### config.mk
export PLATFORM = sky130hd
export DESIGN_NAME = cpu_seq_ctrl_v
export DESIGN_NICKNAME = d
export VERILOG_FILES = /design/src/rtl/cpu_seq_ctrl_v.sv
export SDC_FILE = /design/constraint.sdc
export NUM_CORES = 1
export LEC_CHECK = 0
export ABC_CLOCK_PERIOD_IN_PS = 1700
export CORE_MARGIN = 5
export CORE_UTILIZATION = 57
export CTS_CLUSTER_DIAMETER = 50
export DETAILED_ROUTE_END_ITERATION = 10
export DONT_BUFFER_PORTS = 1
export PLACE_DENSITY = 0.73
export RECOVER_POWER = 100
export SYNTH_ARGS = -nofsm -noshare
export SYNTH_HDL_FRONTEND = slang
export SYNTH_SLANG_ARGS = --single-unit
export TNS_END_PERCENT = 10
### constraint.sdc
create_clock -name clk -period 1.7 [get_ports clk]
set_input_delay 0.17 -clock clk [delete_from_list [all_inputs] [get_ports clk]]
set_output_delay 0.17 -clock clk [all_outputs]
set_load 0.02 [all_outputs]
### src/rtl/cpu_seq_ctrl_v.sv
// cpu_seq_ctrl_v: RV32I multi-cycle sequencer (clk/rst/start, op, imem/dmem acks in; fetch/exec/mem/wb strobes, state, sticky illegal/timeout, retired count out)
module cpu_seq_ctrl_v #(
  parameter int MEM_TIMEOUT = 15
) (
  input  logic        clk,
  input  logic        rst,
  input  logic        start,
  input  logic [6:0]  op,
  input  logic        imem_ack,
  input  logic        dmem_ack,
  output logic        imem_req,
  output logic        ir_we,
  output logic        ex_en,
  output logic        dmem_req,
  output logic        dmem_we,
  output logic        wb_sel,
  output logic        rf_we,
  output logic        pc_we,
  output logic [2:0]  state,
  output logic        illegal,
  output logic        timeout,
  output logic [31:0] retired
);
  typedef enum logic [2:0] {IDLE = 3'd0, FETCH = 3'd1, DECODE = 3'd2, EXECUTE = 3'd3, MEM = 3'd4, WB = 3'd5, HALT = 3'd6} state_t;
  localparam logic [6:0] R_TYPE = 7'b0110011;
  localparam logic [6:0] I_IMM  = 7'b0010011;
  localparam logic [6:0] I_LOAD = 7'b0000011;
  localparam logic [6:0] S_TYPE = 7'b0100011;
  localparam logic [7:0] LAST   = 8'(MEM_TIMEOUT - 1);
  state_t      state_q, state_d;
  logic [6:0]  op_q, op_d;
  logic [7:0]  cnt_q, cnt_d;
  logic [31:0] ret_q, ret_d;
  logic        ill_q, ill_d, to_q, to_d;
  logic        legal, is_st, is_ld, last;
  assign legal   = op == R_TYPE || op == I_IMM || op == I_LOAD || op == S_TYPE;
  assign is_st   = op_q == S_TYPE;
  assign is_ld   = op_q == I_LOAD;
  assign last    = cnt_q == LAST;
  assign state   = state_q;
  assign illegal = ill_q;
  assign timeout = to_q;
  assign retired = ret_q;
  always_ff @(posedge clk or posedge rst)
    if (rst) begin
      state_q <= IDLE;
      op_q    <= '0;
      cnt_q   <= '0;
      ret_q   <= '0;
      ill_q   <= 1'b0;
      to_q    <= 1'b0;
    end else begin
      state_q <= state_d;
      op_q    <= op_d;
      cnt_q   <= cnt_d;
      ret_q   <= ret_d;
      ill_q   <= ill_d;
      to_q    <= to_d;
    end
  // The wait counter is zeroed on every transition into FETCH or MEM, so each
  // request phase gets the full MEM_TIMEOUT budget; ack is tested before the limit.
  always_comb begin
    state_d  = state_q;
    op_d     = op_q;
    cnt_d    = cnt_q;
    ret_d    = ret_q;
    ill_d    = ill_q;
    to_d     = to_q;
    imem_req = 1'b0;
    ir_we    = 1'b0;
    ex_en    = 1'b0;
    dmem_req = 1'b0;
    dmem_we  = 1'b0;
    wb_sel   = 1'b0;
    rf_we    = 1'b0;
    pc_we    = 1'b0;
    case (state_q)
      IDLE: if (start) begin
        state_d = FETCH;
        cnt_d   = '0;
      end
      FETCH: begin
        imem_req = 1'b1;
        if (imem_ack) begin
          ir_we   = 1'b1;
          state_d = DECODE;
        end else if (last) begin
          state_d = HALT;
          to_d    = 1'b1;
        end else cnt_d = cnt_q + 8'd1;
      end
      DECODE: begin
        op_d    = op;
        state_d = legal ? EXECUTE : HALT;
        ill_d   = !legal;
      end
      EXECUTE: begin
        ex_en   = 1'b1;
        state_d = (is_ld || is_st) ? MEM : WB;
        cnt_d   = '0;
      end
      MEM: begin
        dmem_req = 1'b1;
        dmem_we  = is_st;
        if (dmem_ack) begin
          pc_we   = is_st;
          ret_d   = is_st ? ret_q + 32'd1 : ret_q;
          state_d = is_st ? FETCH : WB;
          cnt_d   = '0;
        end else if (last) begin
          state_d = HALT;
          to_d    = 1'b1;
        end else cnt_d = cnt_q + 8'd1;
      end
      WB: begin
        rf_we   = 1'b1;
        wb_sel  = is_ld;
        pc_we   = 1'b1;
        ret_d   = ret_q + 32'd1;
        state_d = FETCH;
        cnt_d   = '0;
      end
      default: if (start) begin
        state_d = FETCH;
        ill_d   = 1'b0;
        to_d    = 1'b0;
        cnt_d   = '0;
      end
    endcase
  end
endmodule

==> flow_summary_export.csv, run 1 <==
group,metric,value,unit
routing,totalWireLength,6.32,mm
routing,met3RoutedLength,411,um
timing,finalCritPeriodShare,111,%
routing,drtAntennaViolNets,0,
floorplan,chipWidth,78.8,um
floorplan,number_of_top_level_design_ports,57,
routing,vias_per_cell,5.83,
clock_tree,clock_transition_at_the_registers_of_the_reported_paths,0.09,ns
synthesis,yosys_most_used_dff,"dfrtp_1",
clock_tree,cts_buffers,5,
timing,relSlewSlack,53.0,%
floorplan,coreArea,0.00466,mm^2
timing,unrepaired_setup_endpoints_after_global_routing,"true",
worst_setup_path,cp_max_fo,7,
routing,post_drt_wl_per_cell,16.4,um
layout,diodes_inserted,0,
power_and_ir_drop,pwr-share-seq,36.3,%
placement,placement.io_buffers,0,
timing,max_freq,532,MHz
placement,placed_cell_area,0.00329,mm^2
layout,final_cell_count_no_fill,386,
layout,layout-area-overhead-vs-synth,31.5,%
placement,finalWeightedCongestion,0.865,
routing,wl_met1,2.54,mm
power_and_ir_drop,combPwrFrac,47.2,%
clock_tree,cts_max_path_buffers,2,
layout,utilization,76.1,%
layout,share_of_final_layout_standard_cells_stronger_than_drive_strength_1,32.8,%
worst_setup_path,worstSetupPathType,"reg -> reg",
clock_tree,cts.root.buffer_cell,"clkbuf_8",
synthesis,synthDominantAreaCellType,"dfrtp_1",
global_route,number_of_global_route_vias_before_repair,2210,
clock_tree,tritoncts,"done",
layout,stdcell_area,0.00354,mm^2
power_and_ir_drop,power_per_cell_area,1290,mW/mm^2
timing,final-setup-viol-count,38,
synthesis,ranking_of_synthesized_cells_by_area,"dfrtp_1 (48%), xnor2_1 (6.2%), xor2_1 (3.9%)",
synthesis,synth_fp_nets,269,
power_and_ir_drop,power.switching_fraction,37.1,%
routing,topRoutingLayerUsed,"met4",
routing,detailroute.via_count,2252,
floorplan,die_h,78.8,um
worst_setup_path,timing.critical_path.required,1.88,ns
outcome,outcome,"complete, but fails checks",
synthesis,synth-edff-count,0,
synthesis,mappedNetlistArea,0.00270,mm^2
min_path,hold_path_class,"in -> reg",
job,cap_viol_max_count,0,
routing,detail_route.drc_violations,0,
layout,num-fill-cells,311,
synthesis,post_synth_most_frequent_cells,"dfrtp_1 (52), nand2_1 (26), xnor2_1 (19), nand4_1 (13), nor2_1 (13)",
worst_setup_path,worst-endpoint-arrival,2.06,ns
layout,nets,346,
placement,placed_cells,368,
global_route,aggregate_global_route_resource_usage,21.4,%
synthesis,synth_seq_cells,52,
placement,dp_hpwl,4.56,mm
power_and_ir_drop,power.share.clock,16.5,%
outcome,failing_checks,"setup timing",
timing,finalHoldViolations,0,
floorplan,die-area,0.00620,mm^2
synthesis,synth-seq-area-share,48.3,%
power_and_ir_drop,power.switching,1690,uW
global_route,grt_pass1_wl,10.5,mm
power_and_ir_drop,vdd.ir_drop.worst,0.000672,V
timing,tightest_slew,0.705,ns
clock_tree,clock_latency_at_the_later_pin_of_the_worst_skew_pair,0.30,ns
routing,first_iter_violations,97,
global_route,number_of_antenna_violations_at_the_first_check_in_global_routing,0,
synthesis,yosysMostFrequentCell,"dfrtp_1",
power_and_ir_drop,leakagePower,0.00170,uW
routing,routed-wl-met2,3.33,mm
timing,timing.final.ws_setup,-0.179,ns
synthesis,netlist.area_leader.share,48.3,%
timing,final.setup_skew,0.0115,ns
power_and_ir_drop,internal-power,2870,uW
layout,multi_input_gate_area,0.00150,mm^2
floorplan,rows,25,
synthesis,async_reset_ff_share,100,%
global_route,grt_remaining_overflow,0,
global_route,largest_net_degree_at_the_start_of_global_routing,53,
routing,detailedRoute.firstPassIterationCount,4,
synthesis,post_synth.cell_area_avg,10.6,um^2
worst_setup_path,worst_setup_path_end_kind,"register",
synthesis,synth.yosys.warnings,0,
clock_tree,cts_num_sinks,52,
synthesis,syn-instance-count,254,
synthesis,ys_types,53,
timing,timing_max_transition_violations_final,0,
timing,finalWorstPathRequiredPeriod,1.88,ns
floorplan,start_util,57.8,%
clock_tree,cts_max_level,2,
worst_setup_path,critPathLaunchType,"register",
layout,area.sequential,0.00131,mm^2
[stage by stage]
stage	TNS, ns	power, uW	hold WS, ns	setup WS (ns)
final	-3.99	4560	0.0165	-0.179
after global routing	-7.38	4830	0.00692	-0.274
after CTS	-3.32	4430	0.0110	-0.200
after detailed placement	-4.68	3560	0.127	-0.305
after global placement	-3.24	3520	0.122	-0.226
after floorplan	-0.997	2750	0.277	-0.140
[final cells by class]
type | instances | area share (%)
sequential | 52 | 36.9
tap | 54 | 1.91
timing repair buffer | 76 | 15.2
inverter | 6 | 0.741
multi-input combinational | 190 | 42.4
clock buffer | 8 | 2.82
[layout by cell type (no fill, tap or decap), types with 3 or more instances in the layout]
| master | Yosys | layout |
|---|---|---|
| xor2_1 | 12 | 12 |
| dfrtp_2 | 0 | 6 |
| nand2_2 | 0 | 3 |
| dfrtp_1 | 52 | 46 |
| buf_4 | 1 | 43 |
| nand3_1 | 5 | 5 |
| o21ai_0 | 10 | 8 |
| clkbuf_8 | 0 | 7 |
| nand2_1 | 26 | 23 |
| nor2_1 | 13 | 13 |
| buf_6 | 0 | 5 |
| inv_1 | 6 | 4 |
| mux2_2 | 8 | 8 |
| clkbuf_1 | 3 | 23 |
| nand4_1 | 13 | 13 |
| a21oi_1 | 6 | 5 |
| and2_1 | 6 | 5 |
| ha_1 | 3 | 3 |
| dlygate4sd3_1 | 0 | 3 |
| xnor2_1 | 19 | 17 |
| and3_4 | 0 | 3 |
| nor3_1 | 7 | 4 |
| and3_1 | 11 | 9 |
[final timing paths]
path | end | depth (start not counted) | slack (ns) | startpoint
min | op_q[1] | 1 | 0.02 | op[1]
min reg2reg | cnt_q[3] | 2 | 0.51 | cnt_q[3]
min in group asynchronous | op_q[3] | 3 | 0.53 | rst
max in group asynchronous | retired[9] | 3 | 0.65 | rst
max | cnt_q[0] | 8 | -0.18 | state[1]
max reg2reg | cnt_q[0] | 8 | -0.18 | state[1]
[registers in the layout (all words and copies together), names as in the netlist]
signal / cells
retired: 32
cnt_q: 8
op_q: 7
state: 3
illegal: 1
timeout: 1
[worst max-delay path, cell delays in order (launching register included)]
cell and delay, ns:
dfrtp_2 0.42, buf_4 0.14, buf_6 0.14, and3b_1 0.19, a221o_1 0.33, buf_4 0.17, buf_12 0.12, o21ai_0 0.18
nand2_1 0.07
[power groups by stage]
stage | combinational [uW] | clock, uW | sequential, uW
after floorplan | 945 | 0 | 1800
after global placement | 1870 | 0 | 1650
after detailed placement | 1890 | 0 | 1660
after CTS | 2000 | 768 | 1660
after global routing | 2310 | 837 | 1680
final | 2150 | 752 | 1650
[timing repair]
item                                    CTS  global route
endpoints found under the setup margin   41            50
gates cloned                              0             0
pin swaps                                 9            10
setup buffers                             4             3
endpoints found under the hold margin    53             1
hold buffers                              2             1
gates resized for setup                  18            15
[kinds of logic (layout without fill, tap and decap cells)]
family,after synthesis,after routing,share of synthesized area (%)
simple gates,114,114,26.3
flops,52,52,48.3
mux,9,9,3.71
xor+xnor,31,31,10.1
compound gates,33,33,8.36
fa+ha+maj,3,3,1.39
buf+inv,12,90,1.90
[metal layers]
metal / up-vias / GRT usage (%)
li1: 1077 / -
met1: 1108 / 27.5
met2: 63 / 36.5
met3: 4 / 4.99
met4: 0 / 5.59
met5: - / 0
(Power assumes the default switching activity.)
==> run 2, diff against run 1 <==
ABC_CLOCK_PERIOD_IN_PS = 2300   (was 1700)
CORE_UTILIZATION = 60   (was 57)
HOLD_SLACK_MARGIN = 0.03   (was unset)
PLACE_DENSITY = 0.74   (was 0.73)
clock period = 2.3 ns   (was 1.7 ns; I/O delays follow)
==> run 2 against run 1 <==
Against the previous run: total power down 39%; worst hold slack better by 0.059 ns; utilization down 8.8 points; register-to-register slack better by 0.37 ns; count of clock-buffer cells in the layout down 1; clock skew down 0.00060 ns; highest routed layer unchanged; fmax down 11%; clock power down 30%; cell area down 17%; sequential power down 22%; the run now ends clean.
==> flow_summary_export.csv, run 2 (same netlist as run 1, synthesis figures left out) <==
group,metric,value,unit
global_route,aggregate_global_route_resource_usage,19.2,%
global_route,largest_net_degree_at_the_start_of_global_routing,33,
routing,totalWireLength,5.39,mm
worst_setup_path,timing.critical_path.required,2.49,ns
layout,mostFrequentLayoutCell,"dfrtp_1",
worst_setup_path,critical_path_buf_inv_count,0,
clock_tree,clock_latency_at_the_later_pin_of_the_worst_skew_pair,0.30,ns
worst_setup_path,critPathLaunchType,"register",
routing,first_iter_violations,44,
worst_setup_path,crit_path_cell_trace,"nand2_1 > or4_4 > nor4b_2 > nand4_1 > xnor2_1",
worst_setup_path,cpPeakStageDelay,0.52,ns
clock_tree,tritoncts,"done",
global_route,grt_remaining_overflow,0,
floorplan,die-area,0.00593,mm^2
clock_tree,cts_num_sinks,52,
floorplan,rows,24,
worst_setup_path,worstSetupPathType,"reg -> reg",
placement,placed_cell_area,0.00289,mm^2
routing,post_drt_wl_per_cell,16.3,um
timing,whs,0.0755,ns
timing,finalCritPeriodShare,91.8,%
power_and_ir_drop,power_per_cell_area,943,mW/mm^2
floorplan,coreArea,0.00435,mm^2
worst_setup_path,worst_setup_path_end_kind,"register",
routing,detailroute.via_count,1939,
timing,final-setup-viol-count,0,
placement,finalWeightedCongestion,0.861,
clock_tree,clock_transition_at_the_registers_of_the_reported_paths,0.09,ns
clock_tree,cts_max_path_buffers,2,
floorplan,die_h,77.0,um
layout,largest_register_ffs,32,
power_and_ir_drop,leakagePower,0.00138,uW
power_and_ir_drop,vdd.ir_drop.worst,0.000441,V
timing,unrepaired_setup_endpoints_after_global_routing,"false",
layout,diodes_inserted,0,
worst_setup_path,crit_slowest_cell,"dfrtp_1",
clock_tree,cts_max_level,2,
clock_tree,cts.root.buffer_cell,"clkbuf_8",
clock_tree,cts-resized-gates,0,
layout,share_of_final_layout_standard_cells_stronger_than_drive_strength_1,11.9,%
worst_setup_path,cp_max_fo,4,
routing,drtAntennaViolNets,0,
timing,finalHoldViolations,0,
global_route,grt_pass1_wl,9.38,mm
placement,dp_hpwl,4.20,mm
timing,finalWorstPathRequiredPeriod,2.11,ns
floorplan,start_util,61.9,%
layout,layout-area-overhead-vs-synth,8.73,%
worst_setup_path,worst-endpoint-arrival,2.30,ns
placement,placement.io_buffers,0,
routing,detail_route.drc_violations,0,
routing,detailedRoute.firstPassIterationCount,4,
layout,nets,292,
timing,relSlewSlack,23.6,%
layout,utilization,67.3,%
worst_setup_path,worst_path_dominant_cell_family,"simple AND/OR/NAND/NOR gates",
layout,num-fill-cells,360,
layout,final_cell_mix,"dfrtp_1 (52), nand2_1 (26), xnor2_1 (19), clkbuf_1 (17)",
global_route,number_of_global_route_vias_before_repair,1939,
job,cap_viol_max_count,0,
outcome,outcome,"finished clean",
global_route,number_of_antenna_violations_at_the_first_check_in_global_routing,0,
timing,timing_max_transition_violations_final,0,
floorplan,chipWidth,77.0,um
min_path,hold_path_class,"in -> reg",
timing,max_freq,474,MHz
clock_tree,cts_buffers,5,
routing,vias_per_cell,5.88,
layout,stdcell_area,0.00293,mm^2
timing,final.setup_skew,0.0109,ns
timing,final.setup.tns,0,ns
floorplan,number_of_top_level_design_ports,57,
timing,tightest_slew,1.14,ns
==> run 2: through the flow <==
stage          setup WS, ns  std cells  power, uW
2_1_floorplan         0.122        254       1990
3_3_place_gp          0.222        320       2300
3_5_place_dp          0.191        320       2320
4_1_cts               0.153        330       2860
5_1_grt             0.00132        330       2960
6_report              0.189        330       2760
==> run 2: cell type report <==
type | instances | area [um^2] | share of cell area (%)
multi-input cells | 190 | 1340 | 45.7
flip-flops and latches | 52 | 1300 | 44.4
repair buffers | 22 | 108 | 3.67
clock buffers | 7 | 86.3 | 2.95
well taps | 52 | 65.1 | 2.22
inverters | 6 | 22.5 | 0.769
clock inverters | 1 | 7.51 | 0.256
==> run 2: where the power goes <==
group | leakage [uW] | internal (uW) | switching [uW]
registers | 0.000696 | 1070 | 224
clock network | 0.0000445 | 245 | 285
logic | 0.000635 | 377 | 562
==> run 2: worst paths after layout <==
check                             from          end  slack, ns  depth (start not counted)
setup / recovery           retired[14]  retired[31]       0.19                          5
hold / removal                   op[4]      op_q[4]       0.08                          1
setup reg to reg           retired[14]  retired[31]       0.19                          5
hold reg to reg                op_q[2]      op_q[2]       0.52                          1
max in group asynchronous          rst  retired[21]       0.53                          3
min in group asynchronous          rst      op_q[0]       0.66                          2
==> run 2: per-layer routing <==
layer | vias up | routed length (um) | global-route usage [%]
met1 | 929 | 2300 | 24.0
met2 | 44 | 2690 | 32.0
li1 | 960 | - | -
met4 | 0 | 57 | 4.64
met3 | 6 | 337 | 6.67
met5 | - | 0 | 0
==> run 2: worst register-to-register path: cells and delay by family, from the launching register on <==
kind             cells  cell delay, ns
XOR/XNOR             1            0.15
flip-flops           1            0.52
AND/OR/NAND/NOR      4            1.34
==> run 2: timing repair <==
item                      4_1_cts  5_1_grt
hold endpoints to repair       31        0
buffers inserted                0        0
hold buffers                    2        0
==> run 3, diff against run 2 <==
CORE_UTILIZATION = 38   (was 60)
PLACE_DENSITY = 0.5   (was 0.74)
TNS_END_PERCENT = 100   (was 10)
==> run 3 against run 2 <==
Against the previous run: largest power group unchanged; critical path type is now reg -> out; first-iteration DRC count increased by 25%; global-route usage decreased by 5.0 points; die area increased by 50%; count of clock-buffer cells in the layout decreased by 1; sequential cell count stayed put; non-clock buffer count up 8.
==> flow_summary_export.csv, run 3 (same netlist as run 1, synthesis figures left out) <==
group,metric,value,unit
global_route,grt_remaining_overflow,0,
min_path,hold_path_class,"in -> reg",
worst_setup_path,worst_setup_path_end_kind,"primary output",
layout,share_of_final_layout_standard_cells_stronger_than_drive_strength_1,13.6,%
clock_tree,cts_buffers,5,
global_route,global_route.usage.met3,4.09,%
worst_setup_path,critPathLaunchType,"register",
placement,dp_hpwl,4.54,mm
floorplan,chipWidth,94.2,um
worst_setup_path,timing.critical_path.required,2.07,ns
worst_setup_path,reg2reg_slack,0.23,ns
clock_tree,cts-resized-gates,0,
clock_tree,postCtsSetupBuffers,0,
layout,nets,300,
clock_tree,clock_latency_at_the_later_pin_of_the_worst_skew_pair,0.30,ns
floorplan,number_of_top_level_design_ports,57,
layout,stdcell_area,0.00303,mm^2
layout,num-fill-cells,706,
clock_tree,tritoncts,"done",
worst_setup_path,worst-endpoint-arrival,1.88,ns
timing,final-setup-viol-count,0,
routing,first_iter_violations,55,
clock_tree,cts_max_level,2,
worst_setup_path,cp_max_fo,10,
clock_tree,clock_transition_at_the_registers_of_the_reported_paths,0.10,ns
timing,max_freq,473,MHz
global_route,top_usage_layer,"met2",
global_route,number_of_global_route_vias_before_repair,1972,
routing,post_drt_wl_per_cell,15.8,um
placement,finalWeightedCongestion,0.818,
timing,tightest_slew,0.873,ns
clock_tree,cts_num_sinks,52,
outcome,outcome,"finished clean",
clock_tree,cts.hold.buffers_added,2,
layout,largest_register_ffs,32,
layout,utilization,44.4,%
worst_setup_path,worst-r2r-cell-count,6,
global_route,number_of_antenna_violations_at_the_first_check_in_global_routing,0,
timing,timing_max_transition_violations_final,0,
timing,final.setup_skew,0.00674,ns
global_route,globalRouteMet1Util,18.6,%
routing,detail_route.drc_violations,0,
layout,diodes_inserted,0,
floorplan,rows,30,
layout,layout-area-overhead-vs-synth,12.5,%
floorplan,coreArea,0.00683,mm^2
routing,totalWireLength,6.02,mm
placement,placement.setup.worst_slack,0.193,ns
timing,final.setup.tns,0,ns
worst_setup_path,worst_setup_path_endpoint,"pc_we",
placement,placement.io_buffers,0,
timing,timing.final.ws_setup,0.188,ns
job,cap_viol_max_count,0,
placement,placed_cell_area,0.00301,mm^2
routing,detailroute.via_count,1966,
global_route,grt_pass1_wl,10.0,mm
routing,vias_per_cell,5.15,
worst_setup_path,worstSetupPathType,"reg -> out",
layout,mostFrequentLayoutCell,"dfrtp_1",
floorplan,start_util,39.5,%
global_route,aggregate_global_route_resource_usage,14.3,%
timing,finalHoldViolations,0,
worst_setup_path,regToRegEndpoint,"retired[31]",
worst_setup_path,timing_startpoint_of_the_critical_path,"state[2]",
timing,finalWorstPathRequiredPeriod,2.11,ns
worst_setup_path,r2r-start,"state[2]",
clock_tree,cts.root.buffer_cell,"clkbuf_8",
global_route,largest_net_degree_at_the_start_of_global_routing,24,
power_and_ir_drop,totalPowerFinal,2820,uW
layout,final_cell_mix,"dfrtp_1 (52), nand2_1 (26), xnor2_1 (19), clkbuf_1 (19)",
timing,unrepaired_setup_endpoints_after_global_routing,"false",
floorplan,die-area,0.00888,mm^2
power_and_ir_drop,vdd.ir_drop.worst,0.000259,V
power_and_ir_drop,power_per_cell_area,931,mW/mm^2
timing,finalCritPeriodShare,91.8,%
routing,detailedRoute.firstPassIterationCount,4,
routing,drtAntennaViolNets,0,
floorplan,die_h,94.2,um
timing,relSlewSlack,41.7,%
clock_tree,cts_max_path_buffers,2,
power_and_ir_drop,leakagePower,0.00140,uW
global_route,use_met2,23.2,%
## run 3: worst min-delay path by stage
| stage | depth (start not counted) | from | endpoint | slack [ns] |
|---|---|---|---|---|
| after floorplan | 1 | start | timeout | 0.34 |
| after global placement | 1 | rst | op_q[5] | 0.18 |
| after detailed placement | 1 | rst | op_q[4] | 0.18 |
| after CTS | 1 | op[1] | op_q[1] | 0.06 |
| after global routing | 1 | op[6] | op_q[6] | 0.05 |
| final | 1 | op[1] | op_q[1] | 0.07 |
## run 3: critical path: stages, from the launching register on
cell and delay (ns):
dfrtp_1 0.52, clkbuf_1 0.25, nand3b_1 0.25, o41ai_4 0.14, buf_4 0.24, clkbuf_2 0.19
## run 3: layout make-up
cell class / count / area, um^2 / share of cell area [%]
flip-flops and latches: 52 / 1300 / 42.9
repair buffers: 30 / 151 / 4.99
clock buffers: 6 / 82.6 / 2.72
multi-input cells: 190 / 1340 / 44.2
well taps: 96 / 120 / 3.96
inverters: 6 / 22.5 / 0.743
clock inverters: 2 / 15.0 / 0.495
## run 3: power breakdown
group | internal (uW) | switching (uW) | leakage [uW]
Combinational | 401 | 612 | 0.000663
Sequential | 1070 | 189 | 0.000696
Clock | 244 | 308 | 0.0000434
## run 3: metrics by stage
| stage | hold WS [ns] | std cells |
|---|---|---|
| 6_report | 0.0703 | 382 |
| 5_1_grt | 0.0504 | 382 |
| 4_1_cts | 0.0601 | 382 |
| 3_5_place_dp | 0.175 | 372 |
| 3_3_place_gp | 0.175 | 372 |
| 2_1_floorplan | 0.337 | 254 |
## run 3: layer usage
layer	wire length, um	up-vias
met5	0	-
met4	38	0
met3	348	2
met2	2860	44
met1	2780	945
li1	-	975
